--- src/rtl/gshare_predictor.sv ---
// Gshare branch predictor: a PHT of saturating counters indexed by PC xor speculative
// global history, predicting combinationally for fetch and trained from ROB commits.
module gshare_predictor #(
    parameter int INDEX_BITS = 8,
    parameter int CTR_BITS   = 2,
    parameter int GHR_BITS   = 8,
    parameter int CTR_INIT   = 1
) (
    input  logic                clk,
    input  logic                rst,
    input  logic                rdy,
    input  logic                IF_valid,
    input  logic [31:0]         IF_inst,
    input  logic [31:0]         IF_pc,
    output logic                IF_need_jump,
    output logic [31:0]         IF_predicted_imm,
    output logic [GHR_BITS-1:0] IF_ghr,
    input  logic                ROB_input_valid,
    input  logic [31:0]         ROB_pc,
    input  logic                ROB_taken,
    input  logic                ROB_mispredict,
    input  logic [GHR_BITS-1:0] ROB_ghr
);

    localparam int DEPTH = 1 << INDEX_BITS;
    localparam logic [CTR_BITS-1:0] CTR_MAX   = {CTR_BITS{1'b1}};
    localparam logic [CTR_BITS-1:0] CTR_RESET = CTR_BITS'(CTR_INIT);
    localparam logic [6:0] OP_JAL    = 7'b1101111;
    localparam logic [6:0] OP_BRANCH = 7'b1100011;

    logic [CTR_BITS-1:0]   pht_q [DEPTH];
    logic [CTR_BITS-1:0]   pht_d [DEPTH];
    logic [GHR_BITS-1:0]   ghr_q, ghr_d;

    logic [INDEX_BITS-1:0] fidx, ridx;
    logic                  is_jal, is_branch;
    logic [31:0]           j_imm, b_imm;
    logic [GHR_BITS-1:0]   ghr_spec, ghr_rec;
    logic [CTR_BITS-1:0]   ctr_old, ctr_new;
    logic                  unused_pc_bits;

    assign fidx = IF_pc[INDEX_BITS+1:2]  ^ INDEX_BITS'(ghr_q);
    assign ridx = ROB_pc[INDEX_BITS+1:2] ^ INDEX_BITS'(ROB_ghr);

    assign is_jal    = (IF_inst[6:0] == OP_JAL);
    assign is_branch = (IF_inst[6:0] == OP_BRANCH);
    assign j_imm = {{12{IF_inst[31]}}, IF_inst[19:12], IF_inst[20], IF_inst[30:21], 1'b0};
    assign b_imm = {{20{IF_inst[31]}}, IF_inst[7], IF_inst[30:25], IF_inst[11:8], 1'b0};

    always_comb begin
        IF_need_jump     = 1'b0;
        IF_predicted_imm = j_imm;
        if (is_jal) begin
            IF_need_jump = 1'b1;
        end else if (is_branch) begin
            IF_need_jump     = pht_q[fidx][CTR_BITS-1];
            IF_predicted_imm = b_imm;
        end
    end

    assign IF_ghr = ghr_q;

    // A one-bit history has nothing to shift; the new outcome simply replaces it.
    generate
        if (GHR_BITS == 1) begin : g_ghr1
            assign ghr_spec = IF_need_jump;
            assign ghr_rec  = ROB_taken;
        end else begin : g_ghrn
            assign ghr_spec = {ghr_q[GHR_BITS-2:0], IF_need_jump};
            assign ghr_rec  = {ROB_ghr[GHR_BITS-2:0], ROB_taken};
        end
    endgenerate

    assign ctr_old = pht_q[ridx];

    always_comb begin
        ctr_new = ctr_old;
        if (ROB_taken && ctr_old != CTR_MAX)
            ctr_new = ctr_old + 1'b1;
        else if (!ROB_taken && ctr_old != '0)
            ctr_new = ctr_old - 1'b1;
    end

    // Recovery is checked last so it overrides a wrong-path speculative shift.
    always_comb begin
        pht_d = pht_q;
        ghr_d = ghr_q;
        if (rdy) begin
            if (IF_valid && is_branch)
                ghr_d = ghr_spec;
            if (ROB_input_valid && ROB_mispredict)
                ghr_d = ghr_rec;
            if (ROB_input_valid)
                pht_d[ridx] = ctr_new;
        end
    end

    always_ff @(posedge clk) begin
        if (rst) begin
            for (int i = 0; i < DEPTH; i++)
                pht_q[i] <= CTR_RESET;
            ghr_q <= '0;
        end else begin
            pht_q <= pht_d;
            ghr_q <= ghr_d;
        end
    end

    assign unused_pc_bits = ^{IF_pc[31:INDEX_BITS+2], IF_pc[1:0],
                              ROB_pc[31:INDEX_BITS+2], ROB_pc[1:0]};

endmodule

--- config.mk ---
export PLATFORM = sky130hd
export DESIGN_NAME = gshare_predictor
export DESIGN_NICKNAME = d
export VERILOG_FILES = /design/src/rtl/gshare_predictor.sv
export SDC_FILE = /design/constraint.sdc
export NUM_CORES = 1
export LEC_CHECK = 0
export BUFFER_PORTS_ARGS = -buffer_cell sky130_fd_sc_hd__buf_2
export CAP_MARGIN = 20
export CELL_PAD_IN_SITES_DETAIL_PLACEMENT = 1
export CELL_PAD_IN_SITES_GLOBAL_PLACEMENT = 1
export CORE_ASPECT_RATIO = 1.75
export CORE_MARGIN = 2
export CORE_UTILIZATION = 30
export CTS_CLUSTER_DIAMETER = 50
export CTS_CLUSTER_SIZE = 30
export DETAILED_ROUTE_END_ITERATION = 8
export PLACE_DENSITY = 0.59
export SLEW_MARGIN = 20
export SYNTH_ARGS = -nofsm -noshare
export SYNTH_HDL_FRONTEND = slang
export SYNTH_SLANG_ARGS = --single-unit
export TNS_END_PERCENT = 10
--- constraint.sdc ---
create_clock -name clk -period 3.4 [get_ports clk]
set_input_delay 0 -clock clk [delete_from_list [all_inputs] [get_ports clk]]
set_output_delay 0 -clock clk [all_outputs]
set_load 0.02 [all_outputs]
==> impl_metrics.json, run 1 <==
{
  "synth_commonest_cells": "567 x nor2_1, 520 x dfxtp_1, 270 x nor3_1",
  "h-tree-depth": 2,
  "synth_most_common_cell": "nor2_1",
  "slowest_stage": "or4b_4",
  "netlist_instances": 2721,
  "crit_path_cell_trace": "mux4_2 -> o211ai_1 -> nand4_1 -> or4b_4 -> nor3_4 -> inv_1 -> ha_2 -> nand2_2 -> o21ai_2 -> or3_4 -> a21oi_4 -> buf_6 -> buf_12 -> buf_12 -> a21oi_1",
  "p_per_area_nw_per_um2": 452,
  "clock-sinks": 520,
  "tightestPinTransition_ps": 1030,
  "wire_per_inst_um": 27.6,
  "synthDistinctLibCells": 60,
  "cts_buffer_depth": 3,
  "hpwl_um": 83800,
  "first_global_vias": 26300,
  "worst_slack_ps": -539,
  "fin_crit_sh_pct": 116,
  "leakage_nw": 11.1,
  "syn_area_um2": 25100,
  "yosys-top-cells-area": "dfxtp_1 41%, mux4_2 16%, nor2_1 8.5%",
  "cp.required_ps": 3870,
  "grt_pass1_wl_um": 171000,
  "synth_seq_area_share_pct": 41.5,
  "slew_headroom_pct": 31.5,
  "dp.cells": 4135,
  "place_congestion": 0.920,
  "start_util_pct": 30.2,
  "fin_hold_ws_ps": -25.2,
  "drt-pass1-iter-count": 5,
  "utilization_pct": 39.2,
  "maxSlewViolCount": 0,
  "ys_seq_elements": 520,
  "area_growth_pct": 29.8,
  "fin_crit_ps": 3940,
  "rrSetupSlack_ps": -540,
  "die-area_um2": 86100,
  "cts_tree": "yes",
  "async_flop_share_pct": 0,
  "drt_first_iter_violations": 1708,
  "boundaryPins": 152,
  "track_usage_pct": 26.6,
  "ant_nets": 0,
  "crit_path_max_fanout": 24,
  "ir_drop_mv": 0.372,
  "hold_viol": 7,
  "violations": "hold timing, setup timing",
  "hold_path_class": "primary input to flop",
  "synth_top_cell_by_area": "dfxtp_1",
  "synth_top_area_share_pct": 41.5,
  "crit_top_cell": "buf_12",
  "vias": 24600,
  "max_cap_viol_count": 0,
  "crit_path_end_kind": "flop",
  "timing.fmax_ghz": 0.254,
  "cp-start-kind": "flop",
  "synth_edf_count": 0,
  "grt_max_degree": 115,
  "clockRootBuffer": "clkbuf_16",
  "coreArea_um2": 83000,
  "syn_avg_cell_area_um2": 9.22,
  "clk_pin_slew_worst_paths_ps": 80,
  "cts_inserted_buffers": 40,
  "rsz0062_at_grt": "true",
  "setup_viol": 513,
  "drc": 0,
  "synth_warnings": 0,
  "clkLatencyLatePin_ps": 610,
  "grt_overflow_total": 0,
  "critical_path_arrival_ps": 4410,
  "antenna_found_initial": 2,
  "fin_skew_ps": 34.4,
  "instances_no_fill": 4244,
  "outcome": "finished with violations",
  "fin_nets": 3262,
  "vias_per_cell": 5.81,
  "syn-num-nets": 2834,
  "die_width_um": 223,
  "synth_ff_type": "dfxtp_1",
  "path_class": "flop to flop",
  "io_buffers": 90,
  "max_stage_delay_ps": 610,
  "drive_gt1_share_pct": 30.4,
  "rows": 140,
  "die_y_um": 387,
  "wl_um": 117000
}
## repair_timing
item	CTS	global route
resized for setup	39	58
setup endpoints to repair	513	513
gates cloned	7	3
pin swaps	7	1
hold buffers	13	0
buffers inserted	15	0
hold endpoints to repair	8	0
## final timing paths
check                                              from                 endpoint  depth (start not counted)
worst max register to register  pht_q[257]$_SDFFE_PP0P_  pht_q[354]$_SDFFE_PP1P_                         15
worst min register to register  pht_q[134]$_SDFFE_PP1P_  pht_q[134]$_SDFFE_PP1P_                          2
worst max-delay path            pht_q[257]$_SDFFE_PP0P_  pht_q[354]$_SDFFE_PP1P_                         15
worst min-delay path                                rst  pht_q[375]$_SDFFE_PP0P_                          2
## through the flow
step / setup WS [ps] / setup TNS [ps] / total power [mW] / instance area [µm²]
global placement: -1360 / -643310 / 9.33 / 30200
detailed placement: -1400 / -679000 / 9.37 / 30200
CTS: -487 / -195600 / 14.7 / 32300
finish: -539 / -225300 / 14.7 / 32600
floorplan: -28.5 / -5890 / 7.88 / 25200
global route: -545 / -237250 / 15.1 / 32600
## power breakdown
| group | switching [mW] | leakage, nW | total, mW | internal [mW] |
|---|---|---|---|---|
| clock | 2.69 | 0.663 | 5.09 | 2.40 |
| combinational | 2.15 | 6.22 | 3.52 | 1.37 |
| sequential | 0.0180 | 4.20 | 6.12 | 6.10 |
## state kept, by name, summed over array words and instances, names as in the netlist
name    count
pht_q     512
IF_ghr      8
## layer usage
metal  vias to the layer above  global-route usage, %  part of all wire [%]
li1                      11000                      -                     -
met1                     12600                   28.6                    37
met2                       736                   47.6                    51
met3                       364                   3.27                   4.1
met4                         2                   19.9                   8.6
met5                         -                      0                0.0094
## layout by cell type, fill, tap and decap left out, types with 10 or more instances in the layout
cell           count
a211oi_2          29
buf_12            55
nand3_1           49
a21oi_1          233
buf_4            445
o211ai_1          13
nand2_1          135
mux4_2           178
nor4_1            11
nand4_1           27
a21oi_2           32
nor2_1           566
dlygate4sd3_1     13
a21o_1            11
dfxtp_1          516
mux2_2            10
clkbuf_16         44
a311oi_1          17
a211oi_1         228
buf_2             89
mux2i_1           28
nor3_1           269
## layout make-up
| class | count | area, µm² |
|---|---|---|
| sequential | 520 | 10400 |
| multi-input combinational | 1955 | 13900 |
| timing repair buffer | 626 | 5500 |
| fill | 9532 | 50500 |
| clock inverter | 27 | 279 |
| inverter | 6 | 22.5 |
| tap | 1065 | 1330 |
| antenna | 1 | 2.50 |
| clock buffer | 44 | 1070 |
## worst max-delay path: cells and delay by family (launching register included)
family,cells,cell delay (ps)
compound gates,4,780
simple gates,5,1460
mux,1,440
flops,1,330
buf+inv,4,600
fa+ha+maj,1,180
## cell families after synthesis
kind of cell | after synthesis | synth area share (%)
fa+ha+maj | 2 | 0.0997
flops | 520 | 41.5
buf+inv | 246 | 5.06
other cells | 1 | 0.0149
mux | 217 | 17.6
compound gates | 627 | 16.3
xor+xnor | 30 | 1.14
simple gates | 1078 | 18.3
Power figures use the tool's default switching activity.
==> inputs of run 2 (changes only) <==
Settings changed: CORE_UTILIZATION 30 to 43, PLACE_DENSITY 0.59 to 0.78.
==> run 2 against run 1 <==
The flow finishes with violations (setup timing). Combinational power increased by 18%. First-iteration DRC count increased by 100%. Count of clock-buffer cells in the layout decreased by 5. Clock power increased by 1%. Sequential share of layout area decreased by 0.61 points. Worst setup slack got worse by 490 ps. Largest cell class unchanged. Register-to-register slack got worse by 470 ps. Critical endpoint is now pht_q[384]$_SDFFE_PP1P_. Core utilization increased by 18 points. Critical path type is now primary input to flop. Flip-flop and latch count unchanged. Final cell count decreased by 7.6%.
==> impl_metrics.json, run 2 (synthesized netlist as in run 1, its figures left out) <==
{
  "grt_max_degree": 123,
  "drt_first_iter_violations": 3478,
  "leakage_nw": 11.2,
  "timing.fmax_ghz": 0.226,
  "fillers": 6336,
  "hpwl_um": 78200,
  "ff2ff_path_depth": 17,
  "largest_reg_flops": 512,
  "place_congestion": 0.946,
  "clock-sinks": 520,
  "die-area_um2": 60400,
  "rows": 117,
  "multi_input_comb_area_um2": 14900,
  "slew_headroom_pct": 19.1,
  "layout_common_cells": "565 x nor2_1, 518 x dfxtp_1, 395 x buf_4, 269 x nor3_1, 199 x a21oi_1",
  "crit_path_max_fanout": 12,
  "clkLatencyLatePin_ps": 620,
  "clockRootBuffer": "clkbuf_16",
  "tightestPinTransition_ps": 1210,
  "violations": "setup timing",
  "regToRegEndpoint": "pht_q[242]$_SDFFE_PP1P_",
  "path_class": "primary input to flop",
  "fin_crit_sh_pct": 130,
  "area_growth_pct": 32.3,
  "io_buffers": 90,
  "coreArea_um2": 58000,
  "rsz0062_at_grt": "true",
  "critical_path_arrival_ps": 4910,
  "first_global_vias": 29100,
  "start_util_pct": 43.3,
  "drive_gt1_share_pct": 35.4,
  "crit_path_end_kind": "flop",
  "cp.required_ps": 3870,
  "cts_buffer_depth": 3,
  "boundaryPins": 152,
  "cts_inserted_buffers": 36,
  "grt_overflow_total": 0,
  "cp-start-kind": "primary input",
  "worst_slack_ps": -1030,
  "vias_per_cell": 7.10,
  "reg2reg_from": "pht_q[316]$_SDFFE_PP1P_",
  "maxSlewViolCount": 0,
  "crit_start": "ROB_pc[3]",
  "clk_pin_slew_worst_paths_ps": 110,
  "regArea_um2": 10400,
  "drc": 0,
  "setup_viol": 514,
  "crit_path_cell_trace": "buf_2 -> buf_4 -> xor2_2 -> nor2_1 -> buf_4 -> a32oi_1 -> o211ai_1 -> o31a_1 -> o2111ai_2 -> nor3_2 -> inv_1 -> ha_4 -> nand2_2 -> o21ai_2 -> or3_4 -> a21oi_4 -> buf_12 -> buf_12 -> clkbuf_16 -> a21oi_1",
  "ir_drop_mv": 0.606,
  "die_width_um": 187,
  "top_register": "pht_q",
  "grt_pass1_wl_um": 185000,
  "cts_tree": "yes",
  "hold_path_class": "primary input to output port",
  "fin_area_um2": 33200,
  "track_usage_pct": 41.2,
  "final_common_cell": "nor2_1",
  "max_cap_viol_count": 0,
  "die_y_um": 324,
  "drt-pass1-iter-count": 6,
  "outcome": "finished with violations",
  "dpl_worst_slack_ps": -923,
  "slowest_stage": "nor2_1",
  "max_stage_delay_ps": 950,
  "vias": 27900,
  "antenna_found_initial": 6,
  "wl_um": 136000,
  "fin_nets": 3232,
  "fin_skew_ps": 46.3,
  "rrSetupSlack_ps": -1010,
  "ant_nets": 0,
  "p_per_area_nw_per_um2": 464,
  "fin_crit_ps": 4430,
  "crit_end": "pht_q[384]$_SDFFE_PP1P_",
  "hold_viol": 0,
  "h-tree-depth": 2,
  "wire_per_inst_um": 34.8,
  "postPlaceCellArea_um2": 29500
}
-- run 2: changes by cell type in the layout (fill, tap and decap cells not counted), moves of 4 or more --
| cell | delta |
|---|---|
| bufbuf_16 | -5 |
| a211oi_2 | +141 |
| a211oi_1 | -144 |
| buf_4 | -50 |
| a21oi_1 | -34 |
| buf_12 | +5 |
| buf_16 | +14 |
| clkinv_4 | -4 |
| a21oi_2 | +31 |
-- run 2: power by group --
group / internal (mW) / switching, mW
clock: 2.40 / 2.74
combinational: 1.60 / 2.56
sequential: 6.10 / 0.0176
-- run 2: worst min path at each step --
stage | start | end | slack, ps | cells after the start
floorplan | IF_inst[30] | IF_predicted_imm[10] | 110 | 1
finish | IF_inst[30] | IF_predicted_imm[10] | 0.008 | 0
detailed placement | IF_inst[30] | IF_predicted_imm[10] | 0.2 | 0
global placement | IF_inst[30] | IF_predicted_imm[10] | 0.2 | 0
CTS | IF_inst[30] | IF_predicted_imm[10] | 0.2 | 0
global route | IF_inst[28] | IF_predicted_imm[8] | 0.03 | 0
-- run 2: stage by stage --
| stage | utilization (%) | std cells | power (mW) | hold slack, ps | setup TNS (ps) |
|---|---|---|---|---|---|
| floorplan | - | 2721 | 7.88 | 113 | -5890 |
| global placement | 50.8 | 3797 | 9.18 | 0.236 | -385030 |
| detailed placement | 50.9 | 3797 | 9.24 | 0.236 | -385770 |
| CTS | 56.1 | 3910 | 14.8 | 0.236 | -85620 |
| global route | 57.2 | 3918 | 15.6 | 0.0269 | -338370 |
| finish | 57.3 | 3922 | 15.4 | 0.00776 | -378280 |
-- run 2: timing repair --
action                                 CTS  global route
hold buffers                            16             0
pin swaps                               70            31
gates resized for setup                223            97
endpoints found under the hold margin    7             0
setup buffers                           21             2
setup endpoints to repair              513           513
cloned                                  12             6
-- run 2: final cells by class --
cell class	instances	share of cell area, %
Clock inverter	25	1.06
Clock buffer	39	2.84
Antenna cell	4	0.0302
Sequential cell	520	31.4
Tap cell	773	2.91
Timing Repair Buffer	600	16.9
Inverter	6	0.0679
Multi-Input combinational cell	1955	44.8
-- run 2: metal layers --
metal / global-route usage [%] / up-vias / wire length [µm]
li1: - / 10900 / -
met1: 41.2 / 13500 / 42400
met2: 66.8 / 2408 / 61000
met3: 12.2 / 1088 / 15700
met4: 43.0 / 10 / 17100
met5: 0 / - / 126
-- run 2: worst max-delay path: cells and delay by family --
kind                       cells  cell delay, ps
AOI/OAI and AO/OA              7            1430
xor gates and xnor gates       1             220
adders and majority gates      1             180
buffers and inverters          7            1320
and+or+nand+nor                4            1710
